===== config.mk =====
export PLATFORM = sky130hd
export DESIGN_NAME = mem_lsu_flat
export DESIGN_NICKNAME = d
export VERILOG_FILES = /design/src/rtl/mem_lsu_pkg.sv /design/src/rtl/mem_lsu_if.sv /design/src/rtl/mem_lsu_lane_format.sv /design/src/rtl/mem_lsu.sv /design/src/flat_wrapper.sv
export SDC_FILE = /design/constraint.sdc
export NUM_CORES = 1
export LEC_CHECK = 0
export ABC_AREA = 1
export CAP_MARGIN = 20
export CORE_AREA = 2 2 83 165
export CTS_CLUSTER_DIAMETER = 80
export DETAILED_ROUTE_END_ITERATION = 16
export DIE_AREA = 0 0 85 167
export GPL_TIMING_DRIVEN = 0
export HOLD_SLACK_MARGIN = 0.02
export PLACE_DENSITY = 0.82
export SLEW_MARGIN = 30
export SYNTH_ARGS = -nofsm -noshare
export SYNTH_HDL_FRONTEND = slang
export SYNTH_SLANG_ARGS = --single-unit
export TNS_END_PERCENT = 20

===== constraint.sdc =====
create_clock -name i_CLK -period 2.1 [get_ports i_CLK]
set_input_delay 0.21 -clock i_CLK [delete_from_list [all_inputs] [get_ports i_CLK]]
set_output_delay 0.21 -clock i_CLK [all_outputs]
set_load 0.05 [all_outputs]

===== src/rtl/mem_lsu_pkg.sv =====
// mem_lsu_pkg: shared widths, fault causes, FSM states and record types for the MEM-stage load/store unit.
package mem_lsu_pkg;
    localparam logic [2:0] BYTE   = 3'd1;
    localparam logic [2:0] HALF   = 3'd2;
    localparam logic [2:0] WORD   = 3'd3;
    localparam logic [2:0] DOUBLE = 3'd4;
    localparam int LSU_ADDR_WIDTH = 10;
    localparam logic [1:0] FAULT_MISALIGN = 2'd0;
    localparam logic [1:0] FAULT_RANGE    = 2'd1;
    localparam logic [1:0] FAULT_TIMEOUT  = 2'd2;
    typedef enum logic [1:0] {IDLE, BUSY, DONE} lsu_state_t;
    typedef struct packed {
        logic [31:0] Data;
        logic [4:0]  Rd;
        logic        RegWrite;
    } mem_record_t;
    typedef struct packed {
        logic                      We;
        logic [LSU_ADDR_WIDTH-1:0] Addr;
        logic [3:0]                Be;
        logic [31:0]               WData;
    } lsu_req_t;
endpackage


===== src/rtl/mem_lsu_if.sv =====
// mem_lsu_if: pipeline-side and RAM-side signals of the load/store unit.
//   master: the LSU view (consumes i_*, drives o_*).
//   slave:  the pipeline/RAM view (drives i_*, consumes o_*).
interface mem_lsu_if #(parameter int ADDR_WIDTH = 10);
    logic                  i_Valid;
    logic                  i_MemRead;
    logic                  i_MemWrite;
    logic [2:0]            i_LSWidth;
    logic                  i_SignExtend;
    logic [31:0]           i_Addr;
    logic [31:0]           i_StoreData;
    logic                  o_Stall;
    logic [31:0]           o_LoadData;
    logic                  o_Done;
    logic                  o_Fault;
    logic [1:0]            o_FaultCause;
    logic                  o_MemReq;
    logic                  o_MemWe;
    logic [ADDR_WIDTH-1:0] o_MemAddr;
    logic [31:0]           o_MemWData;
    logic [3:0]            o_MemBe;
    logic                  i_MemAck;
    logic [31:0]           i_MemRData;
    modport master (
        input  i_Valid, i_MemRead, i_MemWrite, i_LSWidth, i_SignExtend, i_Addr, i_StoreData,
        input  i_MemAck, i_MemRData,
        output o_Stall, o_LoadData, o_Done, o_Fault, o_FaultCause,
        output o_MemReq, o_MemWe, o_MemAddr, o_MemWData, o_MemBe
    );
    modport slave (
        output i_Valid, i_MemRead, i_MemWrite, i_LSWidth, i_SignExtend, i_Addr, i_StoreData,
        output i_MemAck, i_MemRData,
        input  o_Stall, o_LoadData, o_Done, o_Fault, o_FaultCause,
        input  o_MemReq, o_MemWe, o_MemAddr, o_MemWData, o_MemBe
    );
endinterface


===== src/rtl/mem_lsu_lane_format.sv =====
// lsu_lane_format: combinational byte-lane steering for the load/store unit.
//   st_*: store width/offset/data in -> byte enables and replicated write data out.
//   ld_*: latched width/offset/sign mode plus RAM word in -> extended load value out.
module lsu_lane_format
    import mem_lsu_pkg::*;
(
    input  logic [2:0]  st_width,
    input  logic [1:0]  st_off,
    input  logic [31:0] st_data,
    output logic [3:0]  st_be,
    output logic [31:0] st_wdata,
    input  logic [2:0]  ld_width,
    input  logic [1:0]  ld_off,
    input  logic        ld_sext,
    input  logic [31:0] ld_rdata,
    output logic [31:0] ld_data
);
    logic [7:0]  ld_byte;
    logic [15:0] ld_half;
    always_comb begin
        st_be    = st_width == BYTE ? 4'b0001 << st_off :
                   st_width == HALF ? 4'b0011 << st_off :
                   st_width == WORD ? 4'b1111 : 4'b0000;
        st_wdata = st_width == BYTE ? {4{st_data[7:0]}} :
                   st_width == HALF ? {2{st_data[15:0]}} : st_data;
        // Halfwords are 2-byte aligned, so only the upper offset bit picks the lane.
        ld_byte  = ld_rdata[{ld_off, 3'b000} +: 8];
        ld_half  = ld_rdata[{ld_off[1], 4'b0000} +: 16];
        ld_data  = ld_width == BYTE ? {{24{ld_sext & ld_byte[7]}}, ld_byte} :
                   ld_width == HALF ? {{16{ld_sext & ld_half[15]}}, ld_half} : ld_rdata;
    end
endmodule


===== src/rtl/mem_lsu.sv =====
// mem_lsu: MEM-stage load/store unit between the EX/MEM register and the word-addressed data RAM.
//   i_CLK/i_RST: clock and synchronous active-high reset.
//   bus (master): pipeline request in, stall/done/fault/load result out, registered RAM request out, ack/rdata in.
module mem_lsu
    import mem_lsu_pkg::*;
#(
    parameter int ADDR_WIDTH  = LSU_ADDR_WIDTH,
    parameter int ACK_TIMEOUT = 16
)(
    input  logic      i_CLK,
    input  logic      i_RST,
    mem_lsu_if.master bus
);
    localparam int CW = $clog2(ACK_TIMEOUT + 1);
    lsu_state_t  state_q, state_d;
    lsu_req_t    req_q, req_d;
    logic        req_valid_q, req_valid_d;
    logic [CW-1:0] cnt_q, cnt_d;
    logic [1:0]  off_q, off_d;
    logic [2:0]  width_q, width_d;
    logic        sext_q, sext_d;
    logic [31:0] load_data_q, load_data_d;
    logic        fault_q, fault_d;
    logic [1:0]  cause_q, cause_d;
    logic        stall, start, illegal, out_of_range, misaligned;
    logic [3:0]  st_be;
    logic [31:0] st_wdata, ld_data;

    lsu_lane_format u_fmt (
        .st_width (bus.i_LSWidth),
        .st_off   (bus.i_Addr[1:0]),
        .st_data  (bus.i_StoreData),
        .st_be    (st_be),
        .st_wdata (st_wdata),
        .ld_width (width_q),
        .ld_off   (off_q),
        .ld_sext  (sext_q),
        .ld_rdata (bus.i_MemRData),
        .ld_data  (ld_data)
    );

    assign start        = bus.i_Valid & (bus.i_MemRead | bus.i_MemWrite);
    assign illegal      = (bus.i_MemRead & bus.i_MemWrite) ||
                          !(bus.i_LSWidth inside {BYTE, HALF, WORD});
    assign out_of_range = |bus.i_Addr[31:ADDR_WIDTH+2];
    assign misaligned   = (bus.i_LSWidth == HALF && bus.i_Addr[0]) ||
                          (bus.i_LSWidth == WORD && bus.i_Addr[1:0] != 2'b00);

    always_comb begin
        state_d     = state_q;
        req_d       = req_q;
        req_valid_d = req_valid_q;
        cnt_d       = cnt_q;
        off_d       = off_q;
        width_d     = width_q;
        sext_d      = sext_q;
        load_data_d = load_data_q;
        fault_d     = 1'b0;
        cause_d     = cause_q;
        stall       = 1'b0;
        case (state_q)
            IDLE: if (start) begin
                if (illegal || out_of_range || misaligned) begin
                    fault_d = 1'b1;
                    cause_d = (illegal || out_of_range) ? FAULT_RANGE : FAULT_MISALIGN;
                end else begin
                    req_d.We    = bus.i_MemWrite;
                    req_d.Addr  = bus.i_Addr[ADDR_WIDTH+1:2];
                    req_d.Be    = st_be;
                    req_d.WData = st_wdata;
                    req_valid_d = 1'b1;
                    off_d       = bus.i_Addr[1:0];
                    width_d     = bus.i_LSWidth;
                    sext_d      = bus.i_SignExtend;
                    cnt_d       = '0;
                    stall       = 1'b1;
                    state_d     = BUSY;
                end
            end
            BUSY: begin
                stall = 1'b1;
                if (bus.i_MemAck) begin
                    load_data_d = req_q.We ? load_data_q : ld_data;
                    req_d       = '0;
                    req_valid_d = 1'b0;
                    state_d     = DONE;
                end else if (cnt_q == CW'(ACK_TIMEOUT - 1)) begin
                    req_d       = '0;
                    req_valid_d = 1'b0;
                    fault_d     = 1'b1;
                    cause_d     = FAULT_TIMEOUT;
                    state_d     = IDLE;
                end else begin
                    cnt_d = cnt_q + CW'(1);
                end
            end
            // The pipeline advances on this edge; the instruction still presented is the one just finished.
            DONE: state_d = IDLE;
            default: state_d = IDLE;
        endcase
    end

    always_ff @(posedge i_CLK) begin
        if (i_RST) begin
            state_q     <= IDLE;
            req_q       <= '0;
            req_valid_q <= 1'b0;
            cnt_q       <= '0;
            off_q       <= '0;
            width_q     <= '0;
            sext_q      <= 1'b0;
            load_data_q <= '0;
            fault_q     <= 1'b0;
            cause_q     <= '0;
        end else begin
            state_q     <= state_d;
            req_q       <= req_d;
            req_valid_q <= req_valid_d;
            cnt_q       <= cnt_d;
            off_q       <= off_d;
            width_q     <= width_d;
            sext_q      <= sext_d;
            load_data_q <= load_data_d;
            fault_q     <= fault_d;
            cause_q     <= cause_d;
        end
    end

    assign bus.o_Stall      = stall;
    assign bus.o_LoadData   = load_data_q;
    assign bus.o_Done       = state_q == DONE;
    assign bus.o_Fault      = fault_q;
    assign bus.o_FaultCause = cause_q;
    assign bus.o_MemReq     = req_valid_q;
    assign bus.o_MemWe      = req_q.We;
    assign bus.o_MemAddr    = req_q.Addr;
    assign bus.o_MemBe      = req_q.Be;
    assign bus.o_MemWData   = req_q.WData;
endmodule


===== src/flat_wrapper.sv =====
// flat-port wrapper written by rule: the top's interface ports become plain ports
module mem_lsu_flat import mem_lsu_pkg::*;
#(
    parameter int ADDR_WIDTH  = LSU_ADDR_WIDTH,
    parameter int ACK_TIMEOUT = 16
)
  (i_CLK, i_RST, bus_i_Valid, bus_i_MemRead, bus_i_MemWrite, bus_i_LSWidth, bus_i_SignExtend, bus_i_Addr, bus_i_StoreData, bus_i_MemAck, bus_i_MemRData, bus_o_Stall, bus_o_LoadData, bus_o_Done, bus_o_Fault, bus_o_FaultCause, bus_o_MemReq, bus_o_MemWe, bus_o_MemAddr, bus_o_MemWData, bus_o_MemBe);
  mem_lsu_if #(.ADDR_WIDTH(ADDR_WIDTH)) bus_i ();
  input  logic i_CLK;
  input  logic i_RST;
  input wire logic [$bits(bus_i.i_Valid)-1:0] bus_i_Valid;
  input wire logic [$bits(bus_i.i_MemRead)-1:0] bus_i_MemRead;
  input wire logic [$bits(bus_i.i_MemWrite)-1:0] bus_i_MemWrite;
  input wire logic [$bits(bus_i.i_LSWidth)-1:0] bus_i_LSWidth;
  input wire logic [$bits(bus_i.i_SignExtend)-1:0] bus_i_SignExtend;
  input wire logic [$bits(bus_i.i_Addr)-1:0] bus_i_Addr;
  input wire logic [$bits(bus_i.i_StoreData)-1:0] bus_i_StoreData;
  input wire logic [$bits(bus_i.i_MemAck)-1:0] bus_i_MemAck;
  input wire logic [$bits(bus_i.i_MemRData)-1:0] bus_i_MemRData;
  output wire logic [$bits(bus_i.o_Stall)-1:0] bus_o_Stall;
  output wire logic [$bits(bus_i.o_LoadData)-1:0] bus_o_LoadData;
  output wire logic [$bits(bus_i.o_Done)-1:0] bus_o_Done;
  output wire logic [$bits(bus_i.o_Fault)-1:0] bus_o_Fault;
  output wire logic [$bits(bus_i.o_FaultCause)-1:0] bus_o_FaultCause;
  output wire logic [$bits(bus_i.o_MemReq)-1:0] bus_o_MemReq;
  output wire logic [$bits(bus_i.o_MemWe)-1:0] bus_o_MemWe;
  output wire logic [$bits(bus_i.o_MemAddr)-1:0] bus_o_MemAddr;
  output wire logic [$bits(bus_i.o_MemWData)-1:0] bus_o_MemWData;
  output wire logic [$bits(bus_i.o_MemBe)-1:0] bus_o_MemBe;
  assign bus_i.i_Valid = bus_i_Valid;
  assign bus_i.i_MemRead = bus_i_MemRead;
  assign bus_i.i_MemWrite = bus_i_MemWrite;
  assign bus_i.i_LSWidth = bus_i_LSWidth;
  assign bus_i.i_SignExtend = bus_i_SignExtend;
  assign bus_i.i_Addr = bus_i_Addr;
  assign bus_i.i_StoreData = bus_i_StoreData;
  assign bus_i.i_MemAck = bus_i_MemAck;
  assign bus_i.i_MemRData = bus_i_MemRData;
  assign bus_o_Stall = bus_i.o_Stall;
  assign bus_o_LoadData = bus_i.o_LoadData;
  assign bus_o_Done = bus_i.o_Done;
  assign bus_o_Fault = bus_i.o_Fault;
  assign bus_o_FaultCause = bus_i.o_FaultCause;
  assign bus_o_MemReq = bus_i.o_MemReq;
  assign bus_o_MemWe = bus_i.o_MemWe;
  assign bus_o_MemAddr = bus_i.o_MemAddr;
  assign bus_o_MemWData = bus_i.o_MemWData;
  assign bus_o_MemBe = bus_i.o_MemBe;
  mem_lsu #(.ADDR_WIDTH(ADDR_WIDTH), .ACK_TIMEOUT(ACK_TIMEOUT)) u_core (.i_CLK(i_CLK), .i_RST(i_RST), .bus(bus_i));
endmodule

==> flow_summary.toml <==
[critical_path]
cp.required_ps = 1890
timing_worst_setup_path_type = "primary input to output port"
critical_path.max_fanout = 4
critical_path.endpoint_type = "output port"
crit_start_category = "primary input"
data_arrival_time_of_the_critical_path_ps = 1780

[timing]
slew_violations = 0
max_slew.worst_pin.slew_ps = 786
timing.slew.headroom = 0.476
finalHoldViolCount = 0
final.period_utilization = 0.946
fin_skew_ps = 11.9
final-setup-viol-count = 0
hold_ws_ps = 294
maxClockFrequency_mhz = 503
rsz0062_at_grt = "no"
period_minus_slack_ps = 1990

[synthesis]
mean_instance_size_in_the_synthesized_netlist_um2 = 6.81
synth_top_cell_area_share = 0.379
synth.ff_latch_count = 96
synthCells = 745
synth.largest_area_cell = "sky130_fd_sc_hd__dfxtp_1"
yosys_warnings = 0
synth-seq-area-share = 0.379
synthesis.nets = 857
post_synth_num_cell_types = 31
synth_area_leaders = "sky130_fd_sc_hd__dfxtp_1, sky130_fd_sc_hd__nand2_1, sky130_fd_sc_hd__a21oi_1, sky130_fd_sc_hd__nand3_1, sky130_fd_sc_hd__o21ai_0"
synth_cell_area_um2 = 5080

[global_route]
globalRouteOverflowTotal = 0
global_route_wire_length_before_repair_um = 29000
grt_pass1_vias = 5803
grtUsageTotal = 0.263
grt_antenna_before_repair = 0
pin_count_of_the_biggest_net_entering_global_routing = 17

[floorplanning]
core_um2 = 12900
pin_count = 191
fp-row-count = 59
chipWidth_um = 85
die_area_um2 = 14200
initial_utilization = 0.393
die_y_um = 167

[clocking]
cts.clk_slew.worst_paths_ps = 70
post_cts_buffers = 0
numCtsBuffers = 9
cts_tree = "built"
clock_latency_reported_for_the_late_side_of_the_worst_skew_pair_ps = 350
max-clock-path-buffers = 2
htree_num_levels = 3
cts_root_buffer = "sky130_fd_sc_hd__clkbuf_16"
numClockSinks = 96

[finish]
diodes = 0
final.fill_count = 1211
num-nets-final = 1058
finish.utilization = 0.580
post_route_cells_drive_above_1_share = 0.0936
syn_to_final_growth_pct = 47.5
finish.instance_area_um2 = 7490

[placement]
gp_congestion = 0.966
hpwl_um = 15000
numPortBuffers = 190
dpl_cell_area_um2 = 7170

[routing]
detail-route-antenna-nets = 0
drt-pass1-iter-count = 4
drtIter0Drc = 284
drt_drc_violations_left = 0
detail_route.wirelength_um = 18700
avgRoutedWirePerCell_um = 17.0
post_drt_via_cell_ratio = 5.20
vias_post_dr = 5733

[status]
status = "completed"

[pwr]
p_total_mw = 3.98
power_leakage_nw = 3.04
power_density_nw_per_um2 = 532
vdd_ir_max_uv = 550

[run]
maxCapViolations = 0

[min_path]
worst_hold_path_type = "primary input to flip-flop"
==> cell type report <==
class / count / area [um2] / share of cell area
plain buffers: 46 / 251 / 0.0336
clock inverters: 6 / 67.6 / 0.00902
multi-input cells: 543 / 2700 / 0.361
flip-flops and latches: 96 / 1920 / 0.257
inverters: 60 / 225 / 0.0301
clock buffers: 10 / 229 / 0.0306
well taps: 152 / 190 / 0.0254
repair buffers: 190 / 1900 / 0.254
==> sequential cells by signal (all words and copies together) (netlist names) <==
signal	cells
u_core.width_q	3
u_core.bus.o_LoadData	32
u_core.sext_q	1
u_core.bus.o_MemAddr	10
u_core.bus.o_MemWData	32
u_core.cnt_q	5
u_core.off_q	2
u_core.bus.o_MemWe	1
u_core.bus.o_Fault	1
u_core.bus.o_FaultCause	2
u_core.state_q	2
u_core.bus.o_MemBe	4
u_core.bus.o_MemReq	1
==> cell usage in the layout (no fill, tap or decap), types with 7 or more instances in the layout <==
master,n
sky130_fd_sc_hd__buf_6,7
sky130_fd_sc_hd__o211ai_1,10
sky130_fd_sc_hd__nand3_1,75
sky130_fd_sc_hd__clkbuf_1,24
sky130_fd_sc_hd__o22ai_1,7
sky130_fd_sc_hd__dfxtp_1,96
sky130_fd_sc_hd__o21ai_0,57
sky130_fd_sc_hd__clkdlybuf4s50_1,187
sky130_fd_sc_hd__a21oi_1,80
sky130_fd_sc_hd__inv_2,10
sky130_fd_sc_hd__nand2_1,174
sky130_fd_sc_hd__nor2_1,63
sky130_fd_sc_hd__o21ai_1,8
sky130_fd_sc_hd__or2_2,7
sky130_fd_sc_hd__clkbuf_16,9
sky130_fd_sc_hd__nand3b_1,10
sky130_fd_sc_hd__inv_1,50
sky130_fd_sc_hd__a21oi_2,8
sky130_fd_sc_hd__nand3_2,11
sky130_fd_sc_hd__buf_2,9
sky130_fd_sc_hd__a31oi_1,8
==> per-layer routing <==
layer	up-vias	track usage	part of all wire
met3	78	0.0436	0.051
met5	-	0	0
li1	2860	-	-
met4	0	0.196	0.072
met1	2597	0.242	0.33
met2	198	0.493	0.55
==> timing repair <==
action                                 CTS  global route
endpoints found under the hold margin    0             0
pin swaps                                0             1
hold buffers                             0             0
setup endpoints to repair               12            43
gates resized for setup                  9             9
==> worst max-delay path: stages <==
cell and delay, ps:
sky130_fd_sc_hd__clkdlybuf4s50_1 520, sky130_fd_sc_hd__inv_2 70, sky130_fd_sc_hd__nor2_4 120, sky130_fd_sc_hd__inv_2 50
sky130_fd_sc_hd__nand2_2 70, sky130_fd_sc_hd__inv_2 50, sky130_fd_sc_hd__nor2_2 100, sky130_fd_sc_hd__nand3_2 120
sky130_fd_sc_hd__o21ai_0 220, sky130_fd_sc_hd__buf_4 240
==> cells by family (layout without fill, tap and decap cells) <==
| logic type | Yosys count | count (layout) | synth area share |
|---|---|---|---|
| xor+xnor | 1 | 1 | 0.00173 |
| flops | 96 | 96 | 0.379 |
| simple gates | 358 | 358 | 0.322 |
| buf+inv | 106 | 312 | 0.0927 |
| fa+ha+maj | 6 | 6 | 0.0148 |
| compound gates | 178 | 178 | 0.190 |
==> synth_stat cells, drive strengths merged <==
cell type  count
or2            7
a21oi         88
clkbuf        26
o21ai         65
nand3b        10
nor2          73
nor3b          1
o211ai        10
xor2           1
o22ai          7
nor3           3
dfxtp         96
inv           60
buf           20
ha             6
a31oi          8
nand3         86
and2           1
nand2        177
==> where the power goes <==
group          internal (mW)  switching (mW)  leakage (nW)
Clock                  0.931           0.748         0.139
Combinational          0.251           0.232          2.13
Sequential              1.82        0.000895         0.773
Total                   3.00           0.981          3.04
==> per-stage QoR <==
stage                     worst slack, ps  std cells  setup TNS (ps)
after global placement               -565       1087          -11750
after global routing                0.627       1103               0
after CTS                            6.13       1103               0
after floorplan                      3.51        745               0
final                                 113       1103               0
after detailed placement             -581       1087          -12730
==> final timing paths <==
kind                            from                      end  slack (ps)  depth (start not counted)
max reg2reg          u_core.cnt_q[0]       u_core.bus.o_MemWe         140                          9
max                 bus_i_LSWidth[1]              bus_o_Stall         110                         10
min                    bus_i_Addr[0]          u_core.off_q[0]         290                          3
min reg2reg  u_core.bus.o_MemAddr[9]  u_core.bus.o_MemAddr[9]         460                          2
(Power assumes the default switching activity.)
